==> src/rtl/march_seq_ctrl.sv <==
// March C- SRAM BIST sequencer with first-failure capture.
// Define MARCH_STOP_ON_FAIL_EN to end a test at its first miscompare.
module march_seq_ctrl #(
  parameter int ADDR_W = 6,
  parameter int DATA_W = 8,
  parameter logic [DATA_W-1:0] BG = '0
) (
  input  logic              clk,
  input  logic              rst_n,
  input  logic              start,
  input  logic              abort,
  output logic              busy,
  output logic              done,
  output logic              pass,
  output logic              mem_cs,
  output logic              mem_rwbar,
  output logic [ADDR_W-1:0] mem_addr,
  output logic [DATA_W-1:0] mem_wdata,
  input  logic [DATA_W-1:0] mem_rdata,
  output logic [7:0]        fail_count,
  output logic [ADDR_W-1:0] fail_addr,
  output logic [DATA_W-1:0] fail_exp,
  output logic [DATA_W-1:0] fail_act
);

  typedef enum logic [2:0] {
    S_IDLE,
    S_WR,
    S_RD,
    S_CMP,
    S_DONE
  } state_t;

  localparam logic [ADDR_W-1:0] A_ONE = ADDR_W'(1);

  state_t              r_state;
  state_t              w_nxt_state;
  logic [2:0]          r_elem;
  logic [2:0]          w_nxt_elem;
  logic [ADDR_W-1:0]   r_addr;
  logic [ADDR_W-1:0]   w_nxt_addr;

  logic [7:0]          r_fail_count;
  logic [ADDR_W-1:0]   r_fail_addr;
  logic [DATA_W-1:0]   r_fail_exp;
  logic [DATA_W-1:0]   r_fail_act;
  logic                r_pass;

  logic                w_down;
  logic                w_nxt_down;
  logic                w_last;
  logic                w_launch;
  logic                w_kill;
  logic                w_miss;
  logic [ADDR_W-1:0]   w_step;
  logic [DATA_W-1:0]   w_wval;
  logic [DATA_W-1:0]   w_rexp;

  // M3/M4 run downward; w_nxt_down is the direction of the following element
  assign w_down     = (r_elem == 3'd3) || (r_elem == 3'd4);
  assign w_nxt_down = (r_elem == 3'd2) || (r_elem == 3'd3);
  assign w_last     = w_down ? (r_addr == '0) : (r_addr == '1);
  assign w_step     = w_down ? (r_addr - A_ONE) : (r_addr + A_ONE);

  assign w_wval = ((r_elem == 3'd1) || (r_elem == 3'd3)) ? ~BG : BG;
  assign w_rexp = ((r_elem == 3'd2) || (r_elem == 3'd4)) ? ~BG : BG;

  assign w_miss   = (r_state == S_CMP) && (mem_rdata != w_rexp);
  assign w_launch = (r_state == S_IDLE) && start && !abort;
  assign w_kill   = (r_state != S_IDLE) && abort;

  always_ff @(posedge clk or negedge rst_n) begin
    if (!rst_n) begin
      r_state <= S_IDLE;
      r_elem  <= '0;
      r_addr  <= '0;
    end else begin
      r_state <= w_nxt_state;
      r_elem  <= w_nxt_elem;
      r_addr  <= w_nxt_addr;
    end
  end

  always_comb begin
    w_nxt_state = r_state;
    w_nxt_elem  = r_elem;
    w_nxt_addr  = r_addr;
    unique case (r_state)
      S_IDLE: begin
        if (w_launch) begin
          w_nxt_state = S_WR;
          w_nxt_elem  = '0;
          w_nxt_addr  = '0;
        end
      end
      S_WR: begin
        if ((r_elem == 3'd0) && !w_last) begin
          w_nxt_state = S_WR;
        end else begin
          w_nxt_state = S_RD;
        end
        if (w_last) begin
          w_nxt_elem = r_elem + 3'd1;
          w_nxt_addr = w_nxt_down ? '1 : '0;
        end else begin
          w_nxt_addr = w_step;
        end
      end
      S_RD: begin
        w_nxt_state = S_CMP;
      end
      S_CMP: begin
        if (r_elem != 3'd5) begin
          w_nxt_state = S_WR;
        end else if (w_last) begin
          w_nxt_state = S_DONE;
        end else begin
          w_nxt_state = S_RD;
          w_nxt_addr  = w_step;
        end
`ifdef MARCH_STOP_ON_FAIL_EN
        if (w_miss) begin
          w_nxt_state = S_DONE;
        end
`else
`endif
      end
      S_DONE: begin
        w_nxt_state = S_IDLE;
      end
      default: begin
        w_nxt_state = S_IDLE;
      end
    endcase
    if (w_kill) begin
      w_nxt_state = S_IDLE;
      w_nxt_elem  = '0;
      w_nxt_addr  = '0;
    end
  end

  // abort outranks a same-cycle miscompare and the DONE verdict
  always_ff @(posedge clk or negedge rst_n) begin
    if (!rst_n) begin
      r_fail_count <= '0;
      r_fail_addr  <= '0;
      r_fail_exp   <= '0;
      r_fail_act   <= '0;
      r_pass       <= 1'b0;
    end else if (w_launch) begin
      r_fail_count <= '0;
      r_fail_addr  <= '0;
      r_fail_exp   <= '0;
      r_fail_act   <= '0;
      r_pass       <= 1'b0;
    end else if (w_kill) begin
      r_pass <= 1'b0;
    end else if (w_miss) begin
      if (r_fail_count == 8'd0) begin
        r_fail_addr <= r_addr;
        r_fail_exp  <= w_rexp;
        r_fail_act  <= mem_rdata;
      end
      if (r_fail_count != 8'hFF) begin
        r_fail_count <= r_fail_count + 8'd1;
      end
    end else if (r_state == S_DONE) begin
      r_pass <= (r_fail_count == 8'd0);
    end
  end

  assign busy       = (r_state != S_IDLE);
  assign done       = (r_state == S_DONE) && !abort;
  assign pass       = r_pass;
  assign mem_cs     = (r_state == S_WR) || (r_state == S_RD) ||
                      (r_state == S_CMP);
  assign mem_rwbar  = (r_state != S_WR);
  assign mem_addr   = mem_cs ? r_addr : '0;
  assign mem_wdata  = (r_state == S_WR) ? w_wval : '0;
  assign fail_count = r_fail_count;
  assign fail_addr  = r_fail_addr;
  assign fail_exp   = r_fail_exp;
  assign fail_act   = r_fail_act;

endmodule
==> config.mk <==
export PLATFORM = sky130hd
export DESIGN_NAME = march_seq_ctrl
export DESIGN_NICKNAME = d
export VERILOG_FILES = /design/src/rtl/march_seq_ctrl.sv
export SDC_FILE = /design/constraint.sdc
export NUM_CORES = 1
export LEC_CHECK = 0
export CORE_ASPECT_RATIO = 1.4
export CORE_MARGIN = 1.5
export CORE_UTILIZATION = 49
export CTS_CLUSTER_SIZE = 14
export DETAILED_ROUTE_END_ITERATION = 12
export PLACE_DENSITY = 0.83
export SYNTH_ARGS = -nofsm -noshare
export SYNTH_HDL_FRONTEND = slang
export SYNTH_SLANG_ARGS = --single-unit
export TNS_END_PERCENT = 5
==> constraint.sdc <==
create_clock -name clk -period 2.5 [get_ports clk]
set_input_delay 0.75 -clock clk [delete_from_list [all_inputs] [get_ports clk]]
set_output_delay 0.75 -clock clk [all_outputs]
set_load 0.02 [all_outputs]
==> run summary <==
Outcome -> finished clean
DP Area -> 0.00311 sq mm
Die Y -> 85.1 microns
Commonest cells after routing, fill and taps aside -> clkdlybuf4s50_1, dfrtp_1, nand2_1
Syn. warnings -> 0
Layout cells sized above 1 -> 14.7%
Crit Path Class -> register to primary output
Fillers -> 377
Avg Cell Area, Syn -> 8.84 sq um
Largest family of logic cells by synthesized area -> simple AND/OR/NAND/NOR gates
Avg Vias per Cell -> 5.56
CP Max Fanout -> 8
Fin crit period -> 2480 ps
ANT cells -> 0
Postcts setup bufs -> 0
Hold Fails Final Rpt -> 0
Pin count of the biggest net entering global routing -> 37
WL/cell -> 14.9 microns
Die area -> 0.00525 sq mm
CP Launch Point -> r_elem[0]
Drt total wl -> 5980 microns
CTS Root Buffer Type -> clkbuf_8
Post-Synth XOR/XNOR Area -> 1.11%
Grt total ovfl -> 0
Number of synthesized flops with an enable pin -> 0
Final Util -> 69.7%
TritonCTS clock tree -> built
Ys flop type -> dfrtp_1
Area of the multi-input gates -> 0.00128 sq mm
Pwr/cell area -> 383 mW/mm^2
# H-tree levels -> 2
Origin of the critical flop-to-flop path -> r_elem[0]
Layout Area Growth over Synthesis -> 34.9%
Mux share of post-synthesis cell area -> 4.98%
CP endpoint kind -> primary output
Final instance area -> 0.00319 sq mm
Adder-Cell Fraction of Synth Area -> 6.68%
# rows -> 29
Initial DRC count -> 80
# hold bufs at CTS -> 0
R2r worst-path depth -> 8
Final setup violation count -> 0
Die Wd -> 61.7 microns
Final Skew -> 10.5 ps
Synth top area share -> 38.2%
Worst relative slew slack -> 64.0%
Dpl ws -> -289 ps
Post-Synth Simple-Gate Area -> 23.5%
Fin nets -> 363
Cell accounting for the most synthesized area -> dfrtp_1
Skew-Pair Late Insertion Delay -> 300 ps
Netlist cell types -> 51
CP required -> 1750 ps
Setup_tns -> 0 ps
Max Clk Rate -> 404 MHz
Post-route ant nets -> 0
Hold Crit Class -> register to register
Count of pins over their slew limit -> 0
Drt pass-1 iters -> 4
Sequential element share of the synthesized area -> 38.2%
Worst Max-Slew Pin Slew -> 540 ps
Final WS setup -> 22.4 ps
Final hold slack -> 522 ps
Longest Clk Path Bufs -> 2
GRT Util Overall -> 24.3%
Asr flop ratio synth -> 100%
Netlist Area Pre-Place -> 0.00236 sq mm
Vias in the first global route -> 2163
LEAKAGE -> 1.42 nW
First-pass GRT wire length -> 9690 microns
Max_cap viols -> 0
CTS clock-pin slew for the worst setup and hold paths -> 70 ps
Initial Utilization -> 51.6%
Core Area -> 0.00457 sq mm
R2R Setup Slk -> 190 ps
Worst setup endpoint -> mem_wdata[2]
DR vias -> 2235
Seq cells post-synth -> 36
Top post-synthesis cells by area -> dfrtp_1, ha_1, nand2_1
IO Pins -> 61
Worst path arrival time -> 1730 ps
Port bufs -> 60
CTS sink cnt -> 36
Max VDD drop -> 0.422 mV
CTS buffer count -> 5
Fin crit share -> 99.1%
Syn_nets -> 291
RR Endpoint -> r_addr[2]
RePlAce Congestion -> 0.927
Post-DP HPWL -> 4560 microns
Most common cell after layout, fill and taps aside -> clkdlybuf4s50_1
Antenna violations before repair -> 0
Startpoint Class -> register
Mapped Cells -> 267
RSZ-0062 raised after global routing -> yes
DRC Markers -> 0
FF+latch area -> 902 sq um
Post-synthesis compound-gate area fraction -> 17.4%
## state kept, by name (all words and copies together), names as in the netlist
name and flops:
r_addr 6, fail_count 8, fail_exp 1, fail_addr 6, r_state 3, pass 1, r_elem 3, fail_act 8
## synthesized netlist by cell type, types with 2 or more instances
cell type,count
inv_1,10
dfrtp_1,36
nand4_1,6
o31ai_1,6
a211oi_1,4
nand3_1,9
buf_2,4
o2111ai_1,2
mux2_2,2
xor2_1,2
and2_1,5
and3_1,2
o21ai_1,10
nand2_1,32
a31oi_1,4
o21ba_1,2
a21oi_1,6
nor2_1,24
nor4_1,2
o21a_1,6
a31o_1,2
clkbuf_1,5
ha_1,11
nor3_1,11
o21ai_0,9
nor2b_1,5
or4_1,2
nand4b_1,2
nor4b_1,2
mux2i_1,8
o211ai_1,2
buf_4,15
## stage by stage
step	power, mW	std cells
floorplan	0.718	267
global placement	0.812	394
detailed placement	0.818	394
CTS	1.23	402
global route	1.27	402
finish	1.22	402
## worst max-delay path: stages, from the launching register on
cell           delay [ps]
dfrtp_2               440
ha_1                  230
ha_1                  190
a21oi_1               160
nor2_2                 90
dlygate4sd2_1         330
## repair_timing
item,in CTS,in global routing
gates resized for setup,19,3
endpoints found under the hold margin,0,0
endpoints found under the setup margin,17,13
## layout make-up
type / count / area share [%]
clock buffer: 5 / 2.16
clock inverter: 3 / 0.589
inverter: 11 / 1.30
multi-input combinational: 196 / 40.3
sequential: 36 / 28.3
tap: 62 / 2.44
timing repair buffer: 89 / 24.9
## power breakdown
group / leakage, nW / switching, mW / internal (mW) / total, mW
clock network: 0.0479 / 0.221 / 0.194 / 0.416
registers: 0.496 / 0.0251 / 0.594 / 0.619
logic: 0.873 / 0.103 / 0.0812 / 0.184
## kinds of logic (layout without fill, tap and decap cells)
family          count (synthesis)  in the layout
xor+xnor                        3              3
mux                            11             11
simple gates                  109            109
fa+ha+maj                      12             12
flops                          36             36
compound gates                 61             61
buf+inv                        35            108
## per-layer routing
layer | wire length (microns) | part of all wire (%) | track usage [%]
met2 | 3280 | 55 | 43.2
met1 | 2330 | 39 | 28.0
met4 | 100 | 1.7 | 8.51
met3 | 265 | 4.4 | 4.42
met5 | 0 | 0 | 0
## worst min-delay path by stage
stage | endpoint | from | slack [ps] | cells after the start
after floorplan | fail_act[0] | rst_n | 450 | 0
after global placement | fail_act[5] | fail_act[5] | 500 | 2
after detailed placement | fail_addr[1] | fail_addr[1] | 510 | 2
after CTS | fail_act[4] | fail_act[4] | 530 | 2
after global routing | fail_act[4] | fail_act[4] | 540 | 2
final | fail_act[2] | fail_act[2] | 520 | 2
Note: power is estimated with default switching activity, not from simulation.
